File: config.mk
export PLATFORM = sky130hd
export DESIGN_NAME = apb_rev_c_master_bridge
export DESIGN_NICKNAME = d
export VERILOG_FILES = /design/src/rtl/apb_pkg.sv /design/src/rtl/apb_slave_decoder.sv /design/src/rtl/apb_rev_c_master_bridge.sv
export SDC_FILE = /design/constraint.sdc
export NUM_CORES = 1
export LEC_CHECK = 0
export ABC_CLOCK_PERIOD_IN_PS = 8200
export CELL_PAD_IN_SITES_DETAIL_PLACEMENT = 0
export CELL_PAD_IN_SITES_GLOBAL_PLACEMENT = 1
export CORE_MARGIN = 2
export CORE_UTILIZATION = 31
export DETAILED_ROUTE_END_ITERATION = 7
export HOLD_SLACK_MARGIN = 0.1
export MAX_ROUTING_LAYER = met4
export PLACE_DENSITY = 0.88
export RECOVER_POWER = 25
export REMOVE_ABC_BUFFERS = 1
export SYNTH_ARGS = -nofsm -noshare
export SYNTH_HDL_FRONTEND = slang
export SYNTH_SLANG_ARGS = --single-unit
File: constraint.sdc
create_clock -name pclk -period 8.2 [get_ports pclk]
set_clock_uncertainty 0.05 [all_clocks]
set_input_delay 1.64 -clock pclk [delete_from_list [all_inputs] [get_ports pclk]]
set_output_delay 1.64 -clock pclk [all_outputs]
set_load 0.01 [all_outputs]
File: src/rtl/apb_pkg.sv
// Shared types and constants for the APB rev C master bridge.
package apb_pkg;

  typedef enum logic [1:0] {
    RSP_OKAY    = 2'b00,
    RSP_SLVERR  = 2'b01,
    RSP_DECERR  = 2'b10,
    RSP_TIMEOUT = 2'b11
  } rsp_code_e;

  typedef enum logic [1:0] {
    ST_IDLE   = 2'b00,
    ST_SETUP  = 2'b01,
    ST_ACCESS = 2'b10,
    ST_RESP   = 2'b11
  } bridge_state_e;

  localparam int unsigned PPROT_PRIV   = 0;
  localparam int unsigned PPROT_NONSEC = 1;
  localparam int unsigned PPROT_INSTR  = 2;

  // Slave-index width; a single slave still needs one bit.
  function automatic int unsigned sel_width(input int unsigned n);
    return (n <= 1) ? 1 : $clog2(n);
  endfunction

endpackage

File: src/rtl/apb_slave_decoder.sv
// Address-region decoder: picks the slave index and flags indices with no slave.
module apb_slave_decoder
  import apb_pkg::*;
#(
  parameter int unsigned ADDR_WIDTH = 32,
  parameter int unsigned NUM_SLAVES = 4,
  parameter int unsigned REGION_LSB = 12,
  localparam int unsigned SEL_W     = sel_width(NUM_SLAVES)
) (
  input  logic [ADDR_WIDTH-1:0] addr,
  output logic [SEL_W-1:0]      idx,
  output logic                  dec_err
);

  // Only the region field matters; the rest of the address is ignored here.
  logic unused_addr;
  assign unused_addr = ^addr;

  assign idx     = addr[REGION_LSB +: SEL_W];
  assign dec_err = (32'(idx) >= NUM_SLAVES);

endmodule

File: src/rtl/apb_rev_c_master_bridge.sv
// Valid/ready command stream to APB rev C master with one-hot select decode,
// slave response mux and an ACCESS-phase wait-state timeout.
module apb_rev_c_master_bridge
  import apb_pkg::*;
#(
  parameter int unsigned ADDR_WIDTH     = 32,
  parameter int unsigned DATA_WIDTH     = 32,
  parameter int unsigned NUM_SLAVES     = 4,
  parameter int unsigned REGION_LSB     = 12,
  parameter int unsigned TIMEOUT_CYCLES = 16
) (
  input  logic                             pclk,
  input  logic                             preset,
  input  logic                             cmd_valid,
  output logic                             cmd_ready,
  input  logic                             cmd_write,
  input  logic [ADDR_WIDTH-1:0]            cmd_addr,
  input  logic [DATA_WIDTH-1:0]            cmd_wdata,
  input  logic [DATA_WIDTH/8-1:0]          cmd_strb,
  input  logic [2:0]                       cmd_prot,
  output logic                             rsp_valid,
  input  logic                             rsp_ready,
  output logic [DATA_WIDTH-1:0]            rsp_rdata,
  output logic [1:0]                       rsp_code,
  output logic [ADDR_WIDTH-1:0]            paddr,
  output logic [2:0]                       pprot,
  output logic [NUM_SLAVES-1:0]            psel,
  output logic                             penable,
  output logic                             pwrite,
  output logic [DATA_WIDTH-1:0]            pwdata,
  output logic [DATA_WIDTH/8-1:0]          pstrb,
  input  logic [NUM_SLAVES-1:0]            pready,
  input  logic [NUM_SLAVES*DATA_WIDTH-1:0] prdata,
  input  logic [NUM_SLAVES-1:0]            pslverr
);

  localparam int unsigned STRB_W    = DATA_WIDTH / 8;
  localparam int unsigned SEL_W     = sel_width(NUM_SLAVES);
  localparam int unsigned CNT_W     = (TIMEOUT_CYCLES < 2) ? 1 : $clog2(TIMEOUT_CYCLES);
  localparam logic [CNT_W-1:0] CNT_LIMIT =
    CNT_W'((TIMEOUT_CYCLES == 0) ? 0 : TIMEOUT_CYCLES - 1);

  bridge_state_e          state_q, state_d;
  logic                   cmd_ready_q, cmd_ready_d;
  logic                   rsp_valid_q, rsp_valid_d;
  logic [DATA_WIDTH-1:0]  rsp_rdata_q, rsp_rdata_d;
  rsp_code_e              rsp_code_q, rsp_code_d;
  logic [ADDR_WIDTH-1:0]  paddr_q, paddr_d;
  logic [2:0]             pprot_q, pprot_d;
  logic [NUM_SLAVES-1:0]  psel_q, psel_d;
  logic                   penable_q, penable_d;
  logic                   pwrite_q, pwrite_d;
  logic [DATA_WIDTH-1:0]  pwdata_q, pwdata_d;
  logic [STRB_W-1:0]      pstrb_q, pstrb_d;
  logic [SEL_W-1:0]       idx_q, idx_d;
  logic [CNT_W-1:0]       cnt_q, cnt_d;

  logic [SEL_W-1:0]       dec_idx;
  logic                   dec_err;
  logic [NUM_SLAVES-1:0]  dec_onehot;
  logic                   sel_ready;
  logic                   sel_err;
  logic [DATA_WIDTH-1:0]  sel_rdata;

  apb_slave_decoder #(
    .ADDR_WIDTH (ADDR_WIDTH),
    .NUM_SLAVES (NUM_SLAVES),
    .REGION_LSB (REGION_LSB)
  ) u_dec (
    .addr    (cmd_addr),
    .idx     (dec_idx),
    .dec_err (dec_err)
  );

  // One-hot select for the decoded slave and response mux for the latched one.
  always_comb begin
    dec_onehot = '0;
    sel_ready  = 1'b0;
    sel_err    = 1'b0;
    sel_rdata  = '0;
    for (int i = 0; i < NUM_SLAVES; i++) begin
      dec_onehot[i] = (dec_idx == SEL_W'(i));
      if (idx_q == SEL_W'(i)) begin
        sel_ready = pready[i];
        sel_err   = pslverr[i];
        sel_rdata = prdata[i*DATA_WIDTH +: DATA_WIDTH];
      end
    end
  end

  always_comb begin
    state_d     = state_q;
    cmd_ready_d = cmd_ready_q;
    rsp_valid_d = rsp_valid_q;
    rsp_rdata_d = rsp_rdata_q;
    rsp_code_d  = rsp_code_q;
    paddr_d     = paddr_q;
    pprot_d     = pprot_q;
    psel_d      = psel_q;
    penable_d   = penable_q;
    pwrite_d    = pwrite_q;
    pwdata_d    = pwdata_q;
    pstrb_d     = pstrb_q;
    idx_d       = idx_q;
    cnt_d       = cnt_q;

    case (state_q)
      ST_IDLE: begin
        cmd_ready_d = 1'b1;
        if (cmd_valid && cmd_ready_q) begin
          cmd_ready_d = 1'b0;
          paddr_d     = cmd_addr;
          pwrite_d    = cmd_write;
          pwdata_d    = cmd_wdata;
          pprot_d     = {cmd_prot[PPROT_INSTR], cmd_prot[PPROT_NONSEC], cmd_prot[PPROT_PRIV]};
          idx_d       = dec_idx;
          if (dec_err) begin
            state_d     = ST_RESP;
            rsp_valid_d = 1'b1;
            rsp_code_d  = RSP_DECERR;
            rsp_rdata_d = '0;
          end else begin
            state_d = ST_SETUP;
            psel_d  = dec_onehot;
            pstrb_d = cmd_write ? cmd_strb : '0;
          end
        end
      end
      ST_SETUP: begin
        state_d   = ST_ACCESS;
        penable_d = 1'b1;
        cnt_d     = '0;
      end
      ST_ACCESS: begin
        // A pready on the limit cycle takes priority over the timeout.
        if (sel_ready) begin
          state_d     = ST_RESP;
          psel_d      = '0;
          penable_d   = 1'b0;
          pstrb_d     = '0;
          rsp_valid_d = 1'b1;
          rsp_code_d  = sel_err ? RSP_SLVERR : RSP_OKAY;
          rsp_rdata_d = (!pwrite_q && !sel_err) ? sel_rdata : '0;
        end else if ((TIMEOUT_CYCLES != 0) && (cnt_q == CNT_LIMIT)) begin
          state_d     = ST_RESP;
          psel_d      = '0;
          penable_d   = 1'b0;
          pstrb_d     = '0;
          rsp_valid_d = 1'b1;
          rsp_code_d  = RSP_TIMEOUT;
          rsp_rdata_d = '0;
        end else begin
          cnt_d = cnt_q + 1'b1;
        end
      end
      ST_RESP: begin
        if (rsp_ready) begin
          state_d     = ST_IDLE;
          rsp_valid_d = 1'b0;
          cmd_ready_d = 1'b1;
        end
      end
      default: state_d = ST_IDLE;
    endcase
  end

  always_ff @(posedge pclk or posedge preset) begin
    if (preset) begin
      state_q     <= ST_IDLE;
      cmd_ready_q <= 1'b0;
      rsp_valid_q <= 1'b0;
      rsp_rdata_q <= '0;
      rsp_code_q  <= RSP_OKAY;
      paddr_q     <= '0;
      pprot_q     <= '0;
      psel_q      <= '0;
      penable_q   <= 1'b0;
      pwrite_q    <= 1'b0;
      pwdata_q    <= '0;
      pstrb_q     <= '0;
      idx_q       <= '0;
      cnt_q       <= '0;
    end else begin
      state_q     <= state_d;
      cmd_ready_q <= cmd_ready_d;
      rsp_valid_q <= rsp_valid_d;
      rsp_rdata_q <= rsp_rdata_d;
      rsp_code_q  <= rsp_code_d;
      paddr_q     <= paddr_d;
      pprot_q     <= pprot_d;
      psel_q      <= psel_d;
      penable_q   <= penable_d;
      pwrite_q    <= pwrite_d;
      pwdata_q    <= pwdata_d;
      pstrb_q     <= pstrb_d;
      idx_q       <= idx_d;
      cnt_q       <= cnt_d;
    end
  end

  assign cmd_ready = cmd_ready_q;
  assign rsp_valid = rsp_valid_q;
  assign rsp_rdata = rsp_rdata_q;
  assign rsp_code  = rsp_code_q;
  assign paddr     = paddr_q;
  assign pprot     = pprot_q;
  assign psel      = psel_q;
  assign penable   = penable_q;
  assign pwrite    = pwrite_q;
  assign pwdata    = pwdata_q;
  assign pstrb     = pstrb_q;

endmodule
After elaboration in Yosys (flattened, before gate mapping)
Index checks and enable logic that the tools add are counted.
{"block": "word_totals", "memories": 0, "latch_bits": 0, "in_bits": 212, "regBits": 121, "out_inout_bits": 113, "romBits": 0, "word_cells": 92, "ramBits": 0}
{"block": "op_classes", "n_eq_ne": 15, "n_reduce_logical": 20, "bitwise_logic": 0, "multipliers": 0, "div": 0, "add_sub_neg": 1, "n_mux": 42, "n_lt_le_gt_ge": 0, "shifts": 0}
{"op": "$mux W32", "count": 7}
{"op": "$mux W4", "count": 7}
{"op": "$pmux W4 S2", "count": 3}
{"op": "$mux W1", "count": 16}
{"op": "$eq A2 B2 Y1 const B", "count": 6}
{"op": "$reduce_and A3 Y1", "count": 4}
{"op": "$mux W2", "count": 5}
{"op": "$reduce_bool A2 Y1", "count": 5}
{"op": "$ne A2 B2 Y1 const B", "count": 4}
{"op": "$pmux W2 S4", "count": 1}
{"op": "$reduce_and A2 Y1", "count": 4}
{"op": "$eq A2 B1 Y1 const B", "count": 3}
{"op": "$logic_not A2 Y1", "count": 3}
{"op": "$pmux W1 S2", "count": 3}
{"op": "$add A4 B1 Y4 const B", "count": 1}
{"op": "$eq A4 B4 Y1 const B", "count": 1}
{"op": "$ne A3 B3 Y1 const B", "count": 1}
{"op": "$logic_and A1 B1 Y1", "count": 2}
{"op": "$logic_not A1 Y1", "count": 2}

Longest topological paths before layout
{"block": "depth", "depth_word": 9, "depth_mapped": 7, "ltp_nobuf": 5}

Cells and area by module
Synthesis repeated with hierarchy kept, for this count alone.
{"block": "unflattened", "hier_cells": 394, "area_unflattened_um2": 5680.4}
{"mod": "apb_rev_c_master_bridge", "seq_area_each_um2": 3027.9, "cells_each": 390, "area_each_um2": 5654.2, "n_inst": 1}
{"mod": "apb_slave_decoder", "seq_area_each_um2": 0.0, "cells_each": 4, "area_each_um2": 26.3, "n_inst": 1}

Worst setup path before layout
No wires, ideal clock.
{"block": "synth_timing", "kind": "input -> register", "from": "input port pready[3]", "to": "register rsp_valid_q (netlist: rsp_valid)", "arrival_time_ns": 2.839, "path_buffers": 1, "required_time_ns": 8.064, "stages": 4, "setup_ns": 0.086, "path_slack_ns": 5.225, "path_cell_list": "mux4_2 > buf_6 > or3_1 > a32oi_1"}
{"block": "synth_between", "elab_chain_len": 3, "word_cells_on_any_way": 5, "cone_classes": "eq/ne (1); mux (3); reduce/logical (1)"}
{"item": "from (decl)", "line_no": "apb_rev_c_master_bridge.sv:32", "source": "input logic [NUM_SLAVES-1:0] pready,"}
{"item": "$mux W1 *", "line_no": "apb_rev_c_master_bridge.sv:83", "source": "if (idx_q == SEL_W'(i)) begin"}
{"item": "$ne A3 B3 Y1 (no source line) or $mux W1 (tied branches)"}
{"item": "$reduce_and A3 Y1 (no source line) or $pmux W1 S2 (tied branches)"}
{"item": "to (signal assigned)", "line_no": "apb_rev_c_master_bridge.sv:186", "source": "rsp_valid_q <= rsp_valid_d;"}
{"item": "to (decl)", "line_no": "apb_rev_c_master_bridge.sv:45", "source": "logic rsp_valid_q, rsp_valid_d;"}
Mark *: on every way between the ends. The rest lies on a longest branch, timed or not.
A chain may end at the register's enable or synchronous reset.

==> results.yml <==
run_status:
  run_status: "finished with violations"
  violations: "capacitance limit, slew limit"
floorplanning:
  fp.dieW_microns: 139
  initial_core_util_pct: 31.6
  die-height_microns: 139
  dieArea_sq_um: 19300
  ios: 325
  core_sq_um: 17900
  rows: 49
place:
  placed_cells: 945
  dp_hpwl_microns: 12800
  io_buffers: 324
  dpl_cell_area_sq_um: 9080
  place_congestion: 0.807
timing:
  fmax_mhz: 241
  report.final.slew_viol_count: 56
  relSlewSlack_pct: -69.8
  setup_viol: 0
  final_hold_viol_count: 0
  whs_ns: 0.446
  rsz0062_at_grt: "false"
  worst_pin_slew_ns: 2.53
  fin_setup_tns_ns: 0
  fin_crit_sh_pct: 50.7
  min_period_ns: 4.15
power:
  total_power_w: 0.00320
  p_sw_share_pct: 32.5
  power_density_nw_per_um2: 332
  pwr-share-seq_pct: 30.2
  internal_power_w: 0.00216
  clkPwrFrac_pct: 21.9
  vdd_drop_max_uv: 178
  power_leakage_nw: 3.95
  power_frac_comb_pct: 47.9
  p_switching_w: 0.00104
synth:
  synth_area_sq_um: 5660
  yosys.area.top_type: "dfrtp_1"
  synth.avg_cell_area_sq_um: 13.6
  yosys_warnings: 0
  ys.flop_type: "dfrtp_1"
  synthArstFlopShare_pct: 100
  synthTopCellsByArea: "dfrtp_1 (53%), mux4_2 (14%), mux2_2 (13%)"
  netlist_instances: 417
  ys_seq_elements: 119
  synth.distinct_cells: 36
  synth_edf_count: 0
  ys_seq_area_share_pct: 52.7
  synth_top_area_share_pct: 52.7
global_routing:
  grt_pass1_vias: 5222
  grt.total_usage_pct: 17.6
  antenna_found_initial: 1
  globalRouteOverflowTotal: 0
  grt_max_degree: 69
  grt_first_pass_wirelength_microns: 26300
setup_path:
  reg2reg_depth: 4
  r2r_end: "rsp_rdata[29]"
  r2r_slack_ns: 5.32
  cp.required_ns: 8.59
  cp-start-kind: "primary input"
  end_kind: "asynchronous set/reset pin"
  timing.rr.start: "paddr[12]"
  worstPathMaxFanout: 65
  path_class: "in2async"
  arrival_ns: 4.54
cells_and_area:
  drive_gt1_share_pct: 19.0
  fin_cells: 977
  nFillCells: 1490
  layout_common_cells: "clkdlybuf4s50_1 (294), dfrtp_1 (118), inv_1 (70)"
  final_nets: 951
  synthToLayoutAreaGrowth_pct: 70.4
  finalInstanceArea_sq_um: 9640
  final_common_cell: "clkdlybuf4s50_1"
drt:
  via_per_inst: 4.79
  ant_nets: 0
  drc_errors: 0
  routed_wl_microns: 16400
  vias: 4683
  initialDrtViolationCount: 220
  wl_per_cell_microns: 16.8
  dr.pass1.iters: 4
clock_network:
  cts.sinks: 119
  tritoncts: "yes"
  postCtsHoldBufs: 0
  post_cts_buffers: 0
  path_clk_slew_ns: 0.05
  cts_root_buf: "clkbuf_16"
  clock_latency_ns: 0.40
  htree_num_levels: 4
  cts_buffers: 17
  clock_path_buffers: 2
  cts_resized: 0
worst_hold_path:
  worstHoldStart: "rsp_code[0]"
  hp-class: "reg2reg"
  min_to: "rsp_code[0]"
  hold_depth: 1
flow_run:
  maxCapViolCount: 1
-- critical path, stage by stage --
cell and delay, ns:
dlygate4sd3_1 0.54, clkinvlp_2 1.43, buf_4 0.86
-- stage by stage --
step / utilization [%] / setup WS, ns
finish: 53.8 / 4.05
global route: 53.8 / 3.54
CTS: 53.9 / 4.52
detailed placement: 50.7 / 4.09
global placement: 50.7 / 4.14
floorplan: - / 3.35
-- worst max-delay path by stage --
stage                     cells past startpoint      start             to
after floorplan                               1     preset      cmd_ready
after global placement                        4  pready[0]  rsp_rdata[14]
after detailed placement                      4  pready[0]  rsp_rdata[29]
after CTS                                     2  paddr[12]      paddr[12]
after global routing                          3     preset      rsp_valid
final                                         3     preset      rsp_valid
-- cell families (layout without fill, tap and decap cells) --
kind of cell	count (synthesis)	after routing	share of synthesized area, %
buffers and inverters	101	431	7.26
adder cells (fa/ha/maj)	4	4	0.885
AND/OR/NAND/NOR	31	31	2.92
AO/OA/AOI/OAI	60	60	9.23
multiplexers	102	102	27.1
flip-flops	119	119	52.7
other	0	1	0
-- final cells by class --
class	count	area, sq um	area share, %
repair buffers	329	3280	34.0
well taps	229	287	2.97
flip-flops and latches	119	2980	30.9
clock buffers	17	425	4.41
inverters	71	268	2.78
clock inverters	14	135	1.40
diodes	1	2.50	0.0260
multi-input cells	197	2260	23.5
-- routing by layer --
| layer | track usage, % | routed length (microns) | up-vias |
|---|---|---|---|
| met5 | - | 0 | - |
| met4 | 6.91 | 516 | 0 |
| met3 | 4.28 | 1180 | 31 |
| met2 | 29.8 | 8210 | 254 |
| met1 | 20.0 | 6490 | 2244 |
| li1 | - | - | 2154 |
-- synthesized netlist by cell type (2+ instances only) --
cell type    n
mux4_2      34
buf_6        2
nor2b_1      4
o22a_1       3
mux2_2      67
clkbuf_1    15
o31ai_1      2
buf_1        2
dfrtp_1    119
ha_1         4
nand2b_1     7
or3_1        2
inv_1       71
nor2_1       5
nand2_1      5
a21oi_1      5
o32ai_1     32
a32o_1       2
nor3_1       2
o21ai_0      2
a22o_1       6
and3_1       3
buf_2       10
-- power groups by stage --
stage,clock (W),combinational (W),sequential [W]
after floorplan,0,0.000659,0.00113
after global placement,0,0.00155,0.000968
after detailed placement,0,0.00158,0.000983
after CTS,0.000718,0.00158,0.000974
after global routing,0.000748,0.00165,0.00100
final,0.000700,0.00153,0.000966
-- sequential cells by signal, summed over array words and instances, names as in the netlist --
signal,flops
rsp_valid,1
rsp_rdata,32
cmd_ready,1
psel,4
state_q,2
pwdata,32
pstrb,4
pwrite,1
penable,1
cnt_q,4
paddr,32
pprot,3
rsp_code,2
No activity file was read; power rests on OpenSTA's default activity.
==> patch (same settings) <==
Take the reset off `paddr_q` and load it in a clocked block of its own.
--- a/src/rtl/apb_rev_c_master_bridge.sv
+++ b/src/rtl/apb_rev_c_master_bridge.sv
@@ -173,3 +173,2 @@
       rsp_code_q  <= RSP_OKAY;
-      paddr_q     <= '0;
       pprot_q     <= '0;
@@ -188,3 +187,2 @@
       rsp_code_q  <= rsp_code_d;
-      paddr_q     <= paddr_d;
       pprot_q     <= pprot_d;
@@ -198,2 +196,6 @@
     end
+  end
+
+  always_ff @(posedge pclk) begin
+    paddr_q <= paddr_d;
   end
Check against the original RTL: differs if preset is asserted again (counterexample within 4 cycles, from zero or initial values and one cycle with preset high); with preset held inactive, the same outputs for 4 cycles.
==> patch against the unedited design <==
- the flow still finishes with violations (capacitance limit, slew limit)
- worst hold slack lost 0.0029 ns
- synthesized area shrank 4.4%
- register-to-register slack gained 0.23 ns
- sequential cell count grew 2
- global-route usage grew 1.2 points
- via count shrank 9.5%
- design area shrank 2.6%
- power shrank 3.6%
- non-clock buffer count grew 1
- routed wire length grew 0.66%
- setup slack gained 0.52 ns
- critical endpoint is now pwdata[10]$_DFFE_PP0P_
- largest cell class unchanged
- largest power group unchanged
==> patch: results (changes against the unedited design) <==
Synthesis
  • Post-synthesis sequential area ratio: 58.9% (was 52.7%)
  • Ys flop type: dfrtp_1 (unchanged)
  • Post-synth EDFFs: 32 (was 0)
  • Mapped Cells: 316 (was 417)
  • Synth cell types: 44 (was 36)
  • Synth area leaders: dfrtp_1 41%, edfxtp_1 18%, mux4_1 8.3% (was dfrtp_1 53%, mux4_2 14%, mux2_2 13%)
  • Synth top cells by count: 89 x dfrtp_1, 37 x mux2_2, 34 x a22o_1, 32 x edfxtp_1 (was 119 x dfrtp_1, 71 x inv_1, 67 x mux2_2, 34 x mux4_2, 32 x o32ai_1)
  • Post-synth ARST share: 73.6% (was 100%)

STA
  • Max_slew headroom: -23.0% (was -69.8%)
  • Max-slew violation count: 42 (was 56)

Placement
  • Placer Congestion: 0.777 (was 0.807)
  • DP Cell Count: 849 (was 945)
  • HPWL Detailed: 13100 um (was 12800 um)

Layout
  • Nets: 859 (was 951)
  • Fin cells: 881 (was 977)
  • Layout cells sized above 1: 14.8% (was 19.0%)
  • ANT cells: 0 (was 1)
  • Filler cell count: 1438 (was 1490)

Drt
  • Vias per cell: 4.81 (was 4.79)
  • Initial drt markers: 146 (was 220)
  • Avg WL per Cell: 18.7 um (was 16.8 um)

GRT
  • Total Routing Usage GR: 18.7% (was 17.6%)
  • First-pass GRT wire length: 25000 um (was 26300 um)
  • Vias in the first global route: 4620 (was 5222)
  • Initial antenna violation count: 0 (was 1)
  • Largest net degree at the start of global routing: 62 (was 69)

Power
  • Peak VDD IR: 0.136 mV (was 0.178 mV)
  • LEAKAGE: 0.00372 uW (was 0.00395 uW)

Critical path
  • Crit Path Max Fanout: 61 (was 65)
  • Worst EP arrival: 3.87 ns (was 4.54 ns)

Clock network
  • CTS resizes: 0 (unchanged)
  • Root Driver: clkbuf_16 (unchanged)
  • # Post-CTS Setup Buffers: 0 (unchanged)

Run
  • MaxCap Viol Count: 1 (unchanged)

Status
  • Status: finished, violations left (unchanged)
  • Failing checks: capacitance limit, slew limit (unchanged)
[patch: worst paths after layout]
kind,depth (start not counted),from,slack [ns],endpoint
setup / recovery,5,cmd_valid,4.57,pwdata[10]$_DFFE_PP0P_
hold / removal,1,rsp_code[0]$_DFFE_PP0P_,0.44,rsp_code[0]$_DFFE_PP0P_
setup reg to reg,6,state_q[0]$_DFFE_PP0P_,5.55,pwdata[10]$_DFFE_PP0P_
hold reg to reg,1,rsp_code[0]$_DFFE_PP0P_,0.44,rsp_code[0]$_DFFE_PP0P_
max in group asynchronous,3,preset,4.61,idx_q[0]$_DFFE_PP0P_
min in group asynchronous,2,preset,2.10,pwdata[15]$_DFFE_PP0P_
[patch: stage by stage]
step	utilization [%]	setup slack [ns]	instance area [um2]
after floorplan	-	4.20	5220
after global placement	51.2	4.45	8800
after detailed placement	51.2	4.35	8800
after CTS	54.7	4.80	9400
after global routing	54.7	4.20	9390
final	54.7	4.57	9390
[patch: critical path, cell delays in order]
cell           delay, ns
dlygate4sd3_1       0.55
nand3_1             0.16
inv_1               0.39
buf_4               0.67
mux2_2              0.42
[patch: area by class of cell]
| cell class | instances | area [um2] | area share [%] |
|---|---|---|---|
| repair buffers | 330 | 3290 | 35.0 |
| flip-flops and latches | 121 | 3190 | 34.0 |
| multi-input cells | 165 | 2000 | 21.3 |
| clock buffers | 19 | 454 | 4.84 |
| well taps | 225 | 282 | 3.00 |
| clock inverters | 13 | 141 | 1.51 |
| inverters | 8 | 31.3 | 0.333 |
[patch: cells by family (layout without fill, tap and decap cells)]
family	after synthesis	after routing	share of synthesized area, %
fa+ha+maj	4	4	0.925
mux	71	71	23.0
simple gates	27	27	3.01
compound gates	63	63	10.1
flops	121	121	58.9
buf+inv	30	370	4.00
[patch: metal layers]
metal,wire length (um),up-vias,track usage [%]
li1,-,1926,-
met1,5760,2050,18.9
met2,8820,234,33.4
met3,1500,27,5.85
met4,427,0,7.75
met5,0,-,-
[patch: power by group]
part           internal (uW)  switching (uW)
combinational            798             562
clock                    467             272
sequential               861             125
total                   2130             959
